[src/rtl/bypass_responder.sv]
// Uncached (bypass) request responder: accepts one request from the cache controller,
// performs a single 64-bit memory access and returns exactly one response pulse.
package std_cache_pkg;
  typedef enum logic [3:0] {
    AMO_NONE = 4'd0, AMO_ADD, AMO_SWAP, AMO_AND, AMO_OR, AMO_XOR, AMO_MAX, AMO_MIN
  } amo_t;

  typedef struct packed {
    logic        req;
    logic        we;
    logic [7:0]  be;
    logic [1:0]  size;
    logic [3:0]  id;
    amo_t        amo;
    logic [63:0] addr;
    logic [63:0] wdata;
  } bypass_req_t;

  typedef struct packed {
    logic        gnt;
    logic        valid;
    logic [63:0] rdata;
  } bypass_rsp_t;

  typedef enum logic [1:0] {BR_IDLE, BR_ISSUE, BR_WAIT, BR_RESP} br_state_e;

  typedef struct packed {
    br_state_e  state;
    logic [3:0] id;
  } br_dbg_t;
endpackage

// Handshakes: requester side is req/gnt (gnt only while IDLE, same cycle as req) and a
// one-cycle valid pulse; memory side holds mem_req_o and its fields until mem_gnt_i, then
// expects exactly one mem_rvalid_i, which is only honoured while waiting for it.
module bypass_responder
  import std_cache_pkg::*;
#(
  parameter int unsigned TimeoutCycles = 256
) (
  input  logic        clk_i,
  input  logic        rst_i,
  input  bypass_req_t bypass_req_i,
  output bypass_rsp_t bypass_rsp_o,
  output logic        mem_req_o,
  input  logic        mem_gnt_i,
  output logic [63:0] mem_addr_o,
  output logic        mem_we_o,
  output logic [63:0] mem_wdata_o,
  output logic [7:0]  mem_be_o,
  input  logic        mem_rvalid_i,
  input  logic [63:0] mem_rdata_i,
  output logic        err_o,
  output br_dbg_t     dbg_o
);

  localparam int unsigned CntW = (TimeoutCycles > 0) ? $clog2(TimeoutCycles + 1) : 1;
  localparam logic [CntW-1:0] CntLast = (TimeoutCycles > 0) ? CntW'(TimeoutCycles - 1) : '0;
  localparam logic [CntW-1:0] CntMax = {CntW{1'b1}};

  br_state_e   state_q, state_d;
  logic [63:0] addr_q, wdata_q, rdata_q, rdata_d;
  logic        we_q;
  logic [7:0]  be_q;
  logic [1:0]  size_q;
  logic [3:0]  id_q;
  amo_t        amo_q;
  logic        err_q;
  logic [CntW-1:0] cnt_q, cnt_d;

  logic gnt, capture, set_err, reject, timeout;

  assign reject  = (amo_q != AMO_NONE) || ((size_q == 2'b11) && (addr_q[2:0] != 3'b000));
  assign timeout = (TimeoutCycles != 0) && (cnt_q == CntLast);

  always_comb begin
    state_d   = state_q;
    rdata_d   = rdata_q;
    cnt_d     = cnt_q;
    gnt       = 1'b0;
    capture   = 1'b0;
    set_err   = 1'b0;
    mem_req_o = 1'b0;
    case (state_q)
      BR_IDLE: begin
        if (bypass_req_i.req) begin
          gnt     = 1'b1;
          capture = 1'b1;
          state_d = BR_ISSUE;
        end
      end
      BR_ISSUE: begin
        cnt_d = '0;
        if (reject) begin
          rdata_d = '1;
          set_err = 1'b1;
          state_d = BR_RESP;
        end else begin
          mem_req_o = 1'b1;
          if (mem_gnt_i) state_d = BR_WAIT;
        end
      end
      BR_WAIT: begin
        // A response arriving on the timeout cycle still wins.
        if (mem_rvalid_i) begin
          rdata_d = we_q ? 64'h0 : mem_rdata_i;
          state_d = BR_RESP;
        end else if (timeout) begin
          rdata_d = '1;
          set_err = 1'b1;
          state_d = BR_RESP;
        end else if (cnt_q != CntMax) begin
          cnt_d = cnt_q + 1'b1;
        end
      end
      BR_RESP: begin
        rdata_d = '0;
        state_d = BR_IDLE;
      end
      default: state_d = BR_IDLE;
    endcase
  end

  always_ff @(posedge clk_i or posedge rst_i) begin
    if (rst_i) begin
      state_q <= BR_IDLE;
      addr_q  <= '0;
      wdata_q <= '0;
      we_q    <= 1'b0;
      be_q    <= '0;
      size_q  <= '0;
      id_q    <= '0;
      amo_q   <= AMO_NONE;
      rdata_q <= '0;
      err_q   <= 1'b0;
      cnt_q   <= '0;
    end else begin
      state_q <= state_d;
      rdata_q <= rdata_d;
      cnt_q   <= cnt_d;
      err_q   <= err_q | set_err;
      if (capture) begin
        addr_q  <= bypass_req_i.addr;
        wdata_q <= bypass_req_i.wdata;
        we_q    <= bypass_req_i.we;
        be_q    <= bypass_req_i.be;
        size_q  <= bypass_req_i.size;
        id_q    <= bypass_req_i.id;
        amo_q   <= bypass_req_i.amo;
      end
    end
  end

  assign bypass_rsp_o.gnt   = gnt;
  assign bypass_rsp_o.valid = (state_q == BR_RESP);
  assign bypass_rsp_o.rdata = (state_q == BR_RESP) ? rdata_q : 64'h0;

  assign mem_addr_o  = {addr_q[63:3], 3'b000};
  assign mem_we_o    = we_q;
  assign mem_wdata_o = wdata_q;
  assign mem_be_o    = be_q;
  assign err_o       = err_q;

  assign dbg_o.state = state_q;
  assign dbg_o.id    = id_q;

endmodule
[config.mk]
export PLATFORM = sky130hd
export DESIGN_NAME = bypass_responder
export DESIGN_NICKNAME = d
export VERILOG_FILES = /design/src/rtl/bypass_responder.sv
export SDC_FILE = /design/constraint.sdc
export NUM_CORES = 1
export LEC_CHECK = 0
export BUFFER_PORTS_ARGS = -buffer_cell sky130_fd_sc_hd__buf_2
export CAP_MARGIN = 40
export CORE_ASPECT_RATIO = 2
export CORE_MARGIN = 4
export CORE_UTILIZATION = 32
export CTS_CLUSTER_DIAMETER = 50
export CTS_CLUSTER_SIZE = 30
export DETAILED_ROUTE_END_ITERATION = 12
export GPL_TIMING_DRIVEN = 0
export SLEW_MARGIN = 0
export SYNTH_ARGS = -nofsm -noshare
export SYNTH_HDL_FRONTEND = slang
export SYNTH_SLANG_ARGS = --single-unit
[constraint.sdc]
create_clock -name clk_i -period 6.53 [get_ports clk_i]
set_input_delay 0.9795 -clock clk_i [delete_from_list [all_inputs] [get_ports clk_i]]
set_output_delay 0.9795 -clock clk_i [all_outputs]
set_load 0.1 [all_outputs]
======== Word-level counts from Yosys, hierarchy flattened ========
Index checks and enable logic that the tools add are counted.
storage, ports and cells
  bits in registers ....................... 223
  input port bits ......................... 216
  output and inout port bits .............. 211
operators by class
  add/subtract/negate cells ............... 1
  equality and inequality tests ........... 13
  multiplexer cells ....................... 24
  bitwise gates (word level) .............. 1
  reductions and logical operators ........ 10
operator list
  kind                                                 count
  2-to-1 mux 64 bit                                    5
  case mux 64 bit (3 select lines)                     1
  2-to-1 mux 9 bit                                     3
  case mux 9 bit (2 select lines)                      1
  2-to-1 mux 2 bit                                     5
  inequality test 2 bit, second input constant         5
  adder 9 x 1 -> 9 bit, second input constant          1
  equality test 9 x 8 -> 1 bit, second input constant  1
  inequality test 9 bit, second input constant         1
  case mux 2 bit (4 select lines)                      1
  2-to-1 mux 1 bit                                     7
  equality test 2 bit, second input constant           3
  inequality test 3 bit, second input constant         2
  AND reduction 3 bit                                  2
  nonzero test 3 bit                                   2
  AND reduction 4 bit                                  1
  nonzero test 4 bit                                   1
  equality test 2 x 1 -> 1 bit, second input constant  1
  logical NOT 2 bit                                    1
  case mux 1 bit (2 select lines)                      1
  nonzero test 2 bit                                   1
  logical AND 1 bit                                    1
  logical OR 1 bit                                     1
  bitwise OR 1 bit                                     1

======== Longest topological paths before layout ========
Gate-level depths: netlist of run 1.
  word-level depth ........................ 6
  gate-level depth with buffers ........... 9
  depth with buffers taken out ............ 7

======== Least setup slack after synthesis of run 1 ========
Ideal clock, no wire load.
  kind .................................... reg-to-output
  start point ............................. register state_q[1]
  end point ............................... output bypass_rsp_o[63] (netlist name)
  arrival time ............................ 3.236 ns
  required time ........................... 5.550 ns
  path slack .............................. 2.315 ns
  cell stages (with the launch flop) ...... 5
  cells stage by stage .................... dfrtp_1 -> ha_1 -> clkbuf_1 -> clkbuf_1 -> and2_1
RTL lines
  what                      RTL line  text
  start: declaration        61        br_state_e state_q, state_d;
  start signal: assignment  138       state_q <= state_d;
  end: declaration          44        output bypass_rsp_t bypass_rsp_o,

======== Worst setup path in the final report of run 1 ========
  start point ............................. register state_q[0]
  end point ............................... output bypass_rsp_o[65] (netlist name)
on the way
  cells in the longest elaborated chain, start to end .. 2
ends and longest elaborated chain
  what
  logical NOT 2 bit
  2-to-1 mux 1 bit
No other way between the ends.

==> Flow_metrics.wiki, run 1 <==
{| class="wikitable"
! Metric !! Value
|-
| Critical Path AT || 2820 ps
|-
| Antenna violations before repair || 4
|-
| # DRC || 0
|-
| Critical path required time || 5550 ps
|-
| Seq cells post-synth || 223
|-
| Endpoint of the most critical register-to-register path || addr_q[43]$_DFFE_PP0P_
|-
| List of cells traversed by the critical path || inv_1 -> ha_1 -> and2_1 -> clkbuf_1 -> buf_2 -> buf_2 -> buf_4 -> buf_2
|-
| Count of hold-fix buffers inserted at cts || 0
|-
| Most common library cell in the layout ignoring fill and taps || sky130_fd_sc_hd__buf_2
|-
| Setup Buffers After CTS || 0
|-
| Hold path startpoint || err_o$_DFF_PP0_
|-
| Most frequent cells in the layout || 445 x sky130_fd_sc_hd__buf_2, 223 x sky130_fd_sc_hd__dfrtp_1, 147 x sky130_fd_sc_hd__mux2_2, 130 x sky130_fd_sc_hd__a21oi_1, 73 x sky130_fd_sc_hd__buf_4
|-
| Die H || 255.2 um
|-
| Average footprint of a synthesized cell || 12.06 um^2
|-
| Final sum of negative setup slack || 0 ps
|-
| Number of buffers added by the clock tree synthesis step || 17
|-
| Fraction of layout instances using a drive strength above 1 || 55.70%
|-
| R2R cell count || 7
|-
| HPWL Detailed || 24.01 mm
|-
| Final-layout fill cell count || 2,952
|-
| Hold-critical path endpoint || err_o$_DFF_PP0_
|-
| Type of the worst min-delay path || flop to flop
|-
| Core Footprint || 30,180 um^2
|-
| Count of routing violations after the opening detailed-route iteration || 219
|-
| Worst setup path class || flop to primary output
|-
| Min Tclk post-route || 3804 ps
|-
| Outcome || finished, final reports clean
|-
| Most used DFF post-synth || sky130_fd_sc_hd__dfrtp_1
|-
| Total number of clock tree sinks || 223
|-
| Worst setup timing slack at the placement stage || 2864 ps
|-
| Fmax achieved || 262.9 MHz
|-
| # setup viols final || 0
|-
| I/O pin count || 427
|-
| Count of mapped cells out of synthesis || 811
|-
| Clock latency on the worst-skew pair || 490 ps
|-
| Remaining antenna violation count || 0
|-
| Max stage delay cell, worst path || sky130_fd_sc_hd__dfrtp_1
|-
| Final WS setup || 2726 ps
|-
| Slew Limit Headroom || 52.96%
|-
| Largest net degree at the start of global routing || 38
|-
| RSZ-0062 raised after global routing || no
|-
| First drt pass iteration count || 6
|-
| Slack of the worst reg-to-reg path || 4150 ps
|-
| Source of the worst register-to-register timing path || state_q[0]$_DFFE_PP0P_
|-
| Fraction of the cycle the final worst path needs || 58.25%
|-
| Highest cell delay on the worst timing path || 430 ps
|-
| # resized after CTS || 0
|-
| Total global routing track utilization || 16.63%
|-
| Die footprint || 33,590 um^2
|-
| Clock Tree Buf Depth || 3
|-
| Clock-pin slew reported for the worst setup and hold paths after clock tree synthesis || 80 ps
|-
| Most frequent cell on the critical path || sky130_fd_sc_hd__buf_2
|-
| Crit-path max FO || 10
|-
| Number of hold violations in the final report || 0
|-
| Category of the worst setup path capture point || primary output
|-
| Cell Area, Synth || 9781 um^2
|-
| Via/cell ratio || 4.596
|-
| Initial standard-cell utilization of the core || 32.41%
|-
| Cell family with the largest share of critical-path delay || buffers and inverters
|-
| CTS H-tree depth || 1
|-
| Sequential cell area fraction in the yosys report || 57.06%
|-
| FP Rows || 90
|-
| Routed WL || 29.50 mm
|-
| Max-slew violation count || 0
|-
| Average routed wire per standard cell || 17.97 um
|-
| Number of vias in the routed layout || 7,547
|-
| Startpoint Class || flop
|-
| Grt ovf || 0
|-
| GP Congestion || 0.8026
|-
| Pin slew with the least headroom to its limit || 691.9 ps
|-
| Hold Path Cell Cnt || 1
|-
| Number of synthesized flops with an enable pin || 0
|-
| Clock tree from TritonCTS || yes
|-
| Number of global-route vias before repair || 7,882
|-
| Net count of the finished layout || 1,486
|-
| Die Width || 131.6 um
|-
| Library cell used as clock root buffer || sky130_fd_sc_hd__clkbuf_16
|-
| Synth Warn # || 0
|-
| Area growth from synthesis to layout || 33.95%
|-
| Port-buffer cells || 423
|-
| Worst clock skew on the final layout || 20.02 ps
|-
| WP buf/inv || 6
|-
| Number of maximum-capacitance violations || 0
|-
| Post-synthesis cell type count || 35
|-
| Synth async-reset ratio || 100.0%
|-
| First-pass GRT wire length || 44.51 mm
|-
| Number of stages on the worst setup path || 8
|}
cells in the mapped netlist, types with 3 or more instances:
cell                         n  area (um^2)
sky130_fd_sc_hd__dfrtp_1   223         5580
sky130_fd_sc_hd__mux2_2    147         1655
sky130_fd_sc_hd__a21oi_1   130        650.6
sky130_fd_sc_hd__buf_4      73        548.0
sky130_fd_sc_hd__nor2_1     69        259.0
sky130_fd_sc_hd__and2_1     66        412.9
sky130_fd_sc_hd__buf_2      22        110.1
sky130_fd_sc_hd__clkbuf_1   20        75.07
sky130_fd_sc_hd__ha_1        8        100.1
sky130_fd_sc_hd__nand3_1     6        30.03
sky130_fd_sc_hd__inv_1       5        18.77
sky130_fd_sc_hd__nand2_1     4        15.01
sky130_fd_sc_hd__o21ai_0     4        20.02
sky130_fd_sc_hd__xor2_1      4        35.03
sky130_fd_sc_hd__nand4_1     3        18.77
through the flow:
step	util, %	hold slack, ps	instance area, um^2	std cells
final	43.41	480.4	13100	1642
after global routing	43.41	507.9	13100	1642
after CTS	43.39	486.2	13090	1639
after detailed placement	41.48	464.0	12520	1611
after global placement	40.99	444.2	12370	1604
after floorplan	-	478.5	9792	813
worst max path at each step:
stage,from,end
after floorplan,state_q[1]$_DFFE_PP0P_,bypass_rsp_o[63]
after global placement,rst_i,rdata_q[4]$_DFFE_PP0P_
after detailed placement,bypass_req_i[147],bypass_rsp_o[65]
after CTS,state_q[0]$_DFFE_PP0P_,bypass_rsp_o[65]
after global routing,state_q[0]$_DFFE_PP0P_,bypass_rsp_o[65]
final,state_q[0]$_DFFE_PP0P_,bypass_rsp_o[65]
logic make-up (layout without fill, tap and decap cells):
group,after synthesis,count (layout),share of synthesized area (%)
AND/OR/NAND/NOR,162,162,8.776
buffers and inverters,122,580,7.919
multiplexers,148,148,17.07
flip-flops,223,223,57.06
adder cells (fa/ha/maj),8,8,1.023
other,1,6,0.03834
AO/OA/AOI/OAI,143,143,7.765
XOR/XNOR,4,4,0.3582
area by class of cell:
cell class,instances,area (um^2),share of cell area (%)
antenna,3,7.507,0.05730
clock inverter,8,130.1,0.9932
buffer,117,755.7,5.768
multi-input combinational,468,3433,26.21
clock buffer,20,446.7,3.409
sequential,223,5580,42.59
tap,368,460.4,3.514
inverter,5,22.52,0.1719
timing repair buffer,430,2265,17.29
flip-flops by register name, indices dropped and copies added (netlist names):
signal / flops
addr_q: 64
mem_wdata_o: 64
rdata_q: 64
cnt_q: 9
mem_be_o: 8
amo_q: 4
id_q: 4
size_q: 2
state_q: 2
err_o: 1
mem_we_o: 1
routing by layer:
metal / up-vias / GRT usage [%] / wire (um)
met1: 3658 / 17.44 / 10200
li1: 3589 / - / -
met4: 0 / 5.107 / 568
met2: 271 / 32.82 / 16900
met5: - / 0 / 0
met3: 29 / 3.659 / 1834
Power of run 1 is not shown: default switching activity piles up to over one toggle a cycle in this logic, so the estimate is an artifact.
==> run 2, diff against run 1 <==
--- a/config.mk
+++ b/config.mk
@@ -5,6 +5,7 @@
 export SDC_FILE = /design/constraint.sdc
 export NUM_CORES = 1
 export LEC_CHECK = 0
+export ABC_AREA = 1
 export BUFFER_PORTS_ARGS = -buffer_cell sky130_fd_sc_hd__buf_2
 export CAP_MARGIN = 40
 export CORE_ASPECT_RATIO = 2
==> constraint.sdc (replaced) <==
create_clock -name clk_i -period 3.19 [get_ports clk_i]
set_input_delay 0.4785 -clock clk_i [delete_from_list [all_inputs] [get_ports clk_i]]
set_output_delay 0.4785 -clock clk_i [all_outputs]
set_load 0.1 [all_outputs]
==> run 2 against run 1 <==
Die area is 6.4% higher. Non-clock buffer count is 11 higher. Via count up 27%. Synthesized area grew 6.7%. Design area rose by 6.4%. Clock-buffer cell count rose by 1. Wire length grew 11%. Sequential cell count did not move. Clock skew shrank 4.0 ps.
==> Flow_metrics.wiki, run 2 <==
{| class="wikitable"
! Metric !! Value
|-
| Outcome || finished, final reports clean
|-
| Number of maximum-capacitance violations || 0 (unchanged)
|-
| First drt pass iteration count || 5 (-1)
|-
| Clock latency on the worst-skew pair || 520 ps (+30 ps)
|-
| Most frequent cells after synthesis || 721 x sky130_fd_sc_hd__nand2_1, 223 x sky130_fd_sc_hd__dfrtp_1, 151 x sky130_fd_sc_hd__inv_1, 74 x sky130_fd_sc_hd__buf_4, 58 x sky130_fd_sc_hd__o21ai_1
|-
| Cell family with the largest share of critical-path delay || buffers and inverters
|-
| Grt ovf || 0 (unchanged)
|-
| Type of the worst min-delay path || primary input to asynchronous set/reset pin
|-
| Synth async-reset ratio || 100.0% (unchanged)
|-
| Die Width || 135.7 um (+3.1%)
|-
| Source of the worst register-to-register timing path || cnt_q[0]$_DFFE_PP0P_
|-
| Count of mapped cells out of synthesis || 1,348 (+66%)
|-
| Routed WL || 32.85 mm (+11%)
|-
| Cell Area, Synth || 10,430 um^2 (+6.7%)
|-
| Biggest area consumer among synthesized cells || sky130_fd_sc_hd__dfrtp_1
|-
| Clock Tree Buf Depth || 3 (unchanged)
|-
| Max stage delay cell, worst path || sky130_fd_sc_hd__dfrtp_1
|-
| Via/cell ratio || 4.253 (-7.5%)
|-
| Crit-path max FO || 12 (+2)
|-
| Slack of the worst reg-to-reg path || 910 ps (-3240 ps)
|-
| Initial standard-cell utilization of the core || 32.37% (-0.042 points)
|-
| Category of the worst setup path capture point || primary output
|-
| List of cells traversed by the critical path || ha_2 -> buf_1 -> nand2_1 -> inv_1 -> buf_2
|-
| Largest net degree at the start of global routing || 37 (-2.6%)
|-
| Clock tree from TritonCTS || yes
|-
| Number of vias in the routed layout || 9,556 (+27%)
|-
| Library cell used as clock root buffer || sky130_fd_sc_hd__clkbuf_16
|-
| Number of global-route vias before repair || 9,644 (+22%)
|-
| Area growth from synthesis to layout || 33.59%
|-
| Die footprint || 35,730 um^2 (+6.4%)
|-
| Critical Path AT || 2440 ps (-380 ps)
|-
| Core Footprint || 32,230 um^2 (+6.8%)
|-
| Fraction of layout instances using a drive strength above 1 || 31.92% (-24 points)
|-
| Average footprint of a synthesized cell || 7.739 um^2 (-36%)
|-
| Synth top area cells || sky130_fd_sc_hd__dfrtp_1 53%, sky130_fd_sc_hd__nand2_1 26%, sky130_fd_sc_hd__inv_1 5.4%
|-
| Final-layout fill cell count || 3,420 (+16%)
|-
| Die H || 263.4 um (+3.2%)
|-
| CTS H-tree depth || 1 (unchanged)
|-
| Fmax achieved || 342.1 MHz
|-
| Max-slew violation count || 0 (unchanged)
|-
| Antenna violations before repair || 8 (+4)
|-
| Total global routing track utilization || 17.82% (+1.2 points)
|-
| Port-buffer cells || 423 (unchanged)
|-
| Endpoint of the most critical register-to-register path || rdata_q[49]$_DFFE_PP0P_
|-
| RSZ-0062 raised after global routing || no
|-
| Critical path required time || 2710 ps (-2840 ps)
|-
| Total number of clock tree sinks || 223 (unchanged)
|-
| Area share of the leading cell type in the synthesized netlist || 53.49% (-3.6 points)
|-
| Sequential cell area fraction in the yosys report || 53.49% (-3.6 points)
|-
| Highest cell delay on the worst timing path || 470 ps (+40 ps)
|-
| Post-synthesis cell type count || 28 (-20%)
|-
| # DRC || 0 (unchanged)
|-
| Worst setup path class || flop to primary output
|-
| Fraction of the cycle the final worst path needs || 91.63%
|-
| Most frequent cells in the layout || 720 x sky130_fd_sc_hd__nand2_1, 433 x sky130_fd_sc_hd__buf_2, 223 x sky130_fd_sc_hd__dfrtp_1, 150 x sky130_fd_sc_hd__inv_1, 75 x sky130_fd_sc_hd__buf_4
|-
| Dominant cell by count in the synthesized netlist || sky130_fd_sc_hd__nand2_1
|-
| Number of buffers added by the clock tree synthesis step || 20 (+3)
|-
| Startpoint Class || flop
|-
| Number of synthesized flops with an enable pin || 0 (unchanged)
|-
| Slew Limit Headroom || 51.37% (-1.6 points)
|-
| FP Rows || 93 (+3.3%)
|-
| Synth Warn # || 0 (unchanged)
|-
| Average routed wire per standard cell || 14.62 um (-19%)
|-
| Clock-pin slew reported for the worst setup and hold paths after clock tree synthesis || 80 ps (about the same)
|-
| GP Congestion || 0.8515 (+6.1%)
|-
| # setup viols final || 0 (unchanged)
|-
| Count of routing violations after the opening detailed-route iteration || 392 (+79%)
|-
| Seq cells post-synth || 223 (unchanged)
|-
| Most used DFF post-synth || sky130_fd_sc_hd__dfrtp_1
|-
| HPWL Detailed || 25.79 mm (+7.4%)
|-
| Min Tclk post-route || 2923 ps
|-
| R2R cell count || 11 (+4)
|-
| Core Util, Final || 43.24% (-0.17 points)
|-
| Remaining antenna violation count || 0 (unchanged)
|-
| Net count of the finished layout || 2,024 (+36%)
|-
| First-pass GRT wire length || 51.06 mm (+15%)
|-
| Pin slew with the least headroom to its limit || 727.9 ps (+35.98 ps)
|-
| Most common library cell in the layout ignoring fill and taps || sky130_fd_sc_hd__nand2_1
|-
| WP buf/inv || 3 (-3)
|-
| I/O pin count || 427 (unchanged)
|-
| Worst clock skew on the final layout || 16.05 ps (-3.975 ps)
|-
| Number of hold violations in the final report || 0 (unchanged)
|}
-- run 2: changes by cell type after synthesis, moves of 4 or more --
cell                       change
sky130_fd_sc_hd__nor2_1       -64
sky130_fd_sc_hd__buf_1         +7
sky130_fd_sc_hd__inv_2         +4
sky130_fd_sc_hd__o21ai_0      +12
sky130_fd_sc_hd__a21oi_1     -128
sky130_fd_sc_hd__buf_2        -11
sky130_fd_sc_hd__inv_1       +146
sky130_fd_sc_hd__nand2_1     +717
sky130_fd_sc_hd__and2_1       -66
sky130_fd_sc_hd__xor2_1        -4
sky130_fd_sc_hd__clkbuf_1      +6
sky130_fd_sc_hd__buf_6        +10
sky130_fd_sc_hd__mux2_2      -147
sky130_fd_sc_hd__o21ai_1      +58
-- run 2: area by class of cell --
| cell class | instances | area, um^2 | area share [%] |
|---|---|---|---|
| multi-input combinational | 842 | 3413 | 24.49 |
| antenna | 6 | 15.01 | 0.1077 |
| clock buffer | 21 | 514.2 | 3.690 |
| timing repair buffer | 429 | 2240 | 16.07 |
| inverter | 155 | 588.1 | 4.219 |
| sequential | 223 | 5580 | 40.04 |
| buffer | 129 | 867.1 | 6.221 |
| tap | 427 | 534.3 | 3.833 |
| clock inverter | 15 | 185.2 | 1.329 |
-- run 2: repair_timing --
item                                    CTS  global route
gates cloned                              0             0
hold buffers                              0             0
setup buffers                             0             0
resized for setup                         3             1
endpoints found under the setup margin   61             1
-- run 2: through the flow --
| step | area [um^2] | TNS [ps] | setup WS, ps | cells | hold slack [ps] |
|---|---|---|---|---|---|
| 4_1_cts | 13920 | 0 | 37.62 | 2241 | 64.77 |
| 6_report | 13940 | 0 | 266.9 | 2247 | 69.18 |
| 5_1_grt | 13940 | 0 | 53.70 | 2247 | 100.5 |
| 3_5_place_dp | 13220 | 0 | 293.2 | 2206 | 459.4 |
| 3_3_place_gp | 13100 | -389780 | -1786 | 2200 | 458.0 |
| 2_1_floorplan | 10450 | -60700 | -276.1 | 1350 | 448.7 |
-- run 2: worst max path at each step --
stage / startpoint / end / slack, ps / cells past startpoint
2_1_floorplan: state_q[1]$_DFFE_PP0P_ / bypass_rsp_o[24] / -280 / 5
3_3_place_gp: rst_i / addr_q[31]$_DFFE_PP0P_ / -1790 / 2
3_5_place_dp: state_q[0]$_DFFE_PP0P_ / bypass_rsp_o[65] / 290 / 7
4_1_cts: state_q[0]$_DFFE_PP0P_ / bypass_rsp_o[65] / 40 / 7
5_1_grt: state_q[1]$_DFFE_PP0P_ / bypass_rsp_o[1] / 50 / 5
6_report: state_q[1]$_DFFE_PP0P_ / bypass_rsp_o[7] / 270 / 5
-- run 2: logic make-up (layout without fill, tap and decap cells) --
kind of cell / count (synthesis) / after routing / synth area share (%)
fa+ha+maj: 8 / 8 / 0.9595
simple gates: 747 / 747 / 27.30
buf+inv: 285 / 749 / 13.91
compound gates: 84 / 84 / 4.306
flops: 223 / 223 / 53.49
other cells: 1 / 9 / 0.03595
-- run 2: routing by layer --
layer	GRT usage [%]	up-vias	wire length (um)
li1	-	4814	-
met1	19.27	4350	12040
met2	32.87	317	17370
met3	4.092	71	2310
met4	7.118	4	1104
met5	0	-	27
Power of run 2 is left out for the same reason.
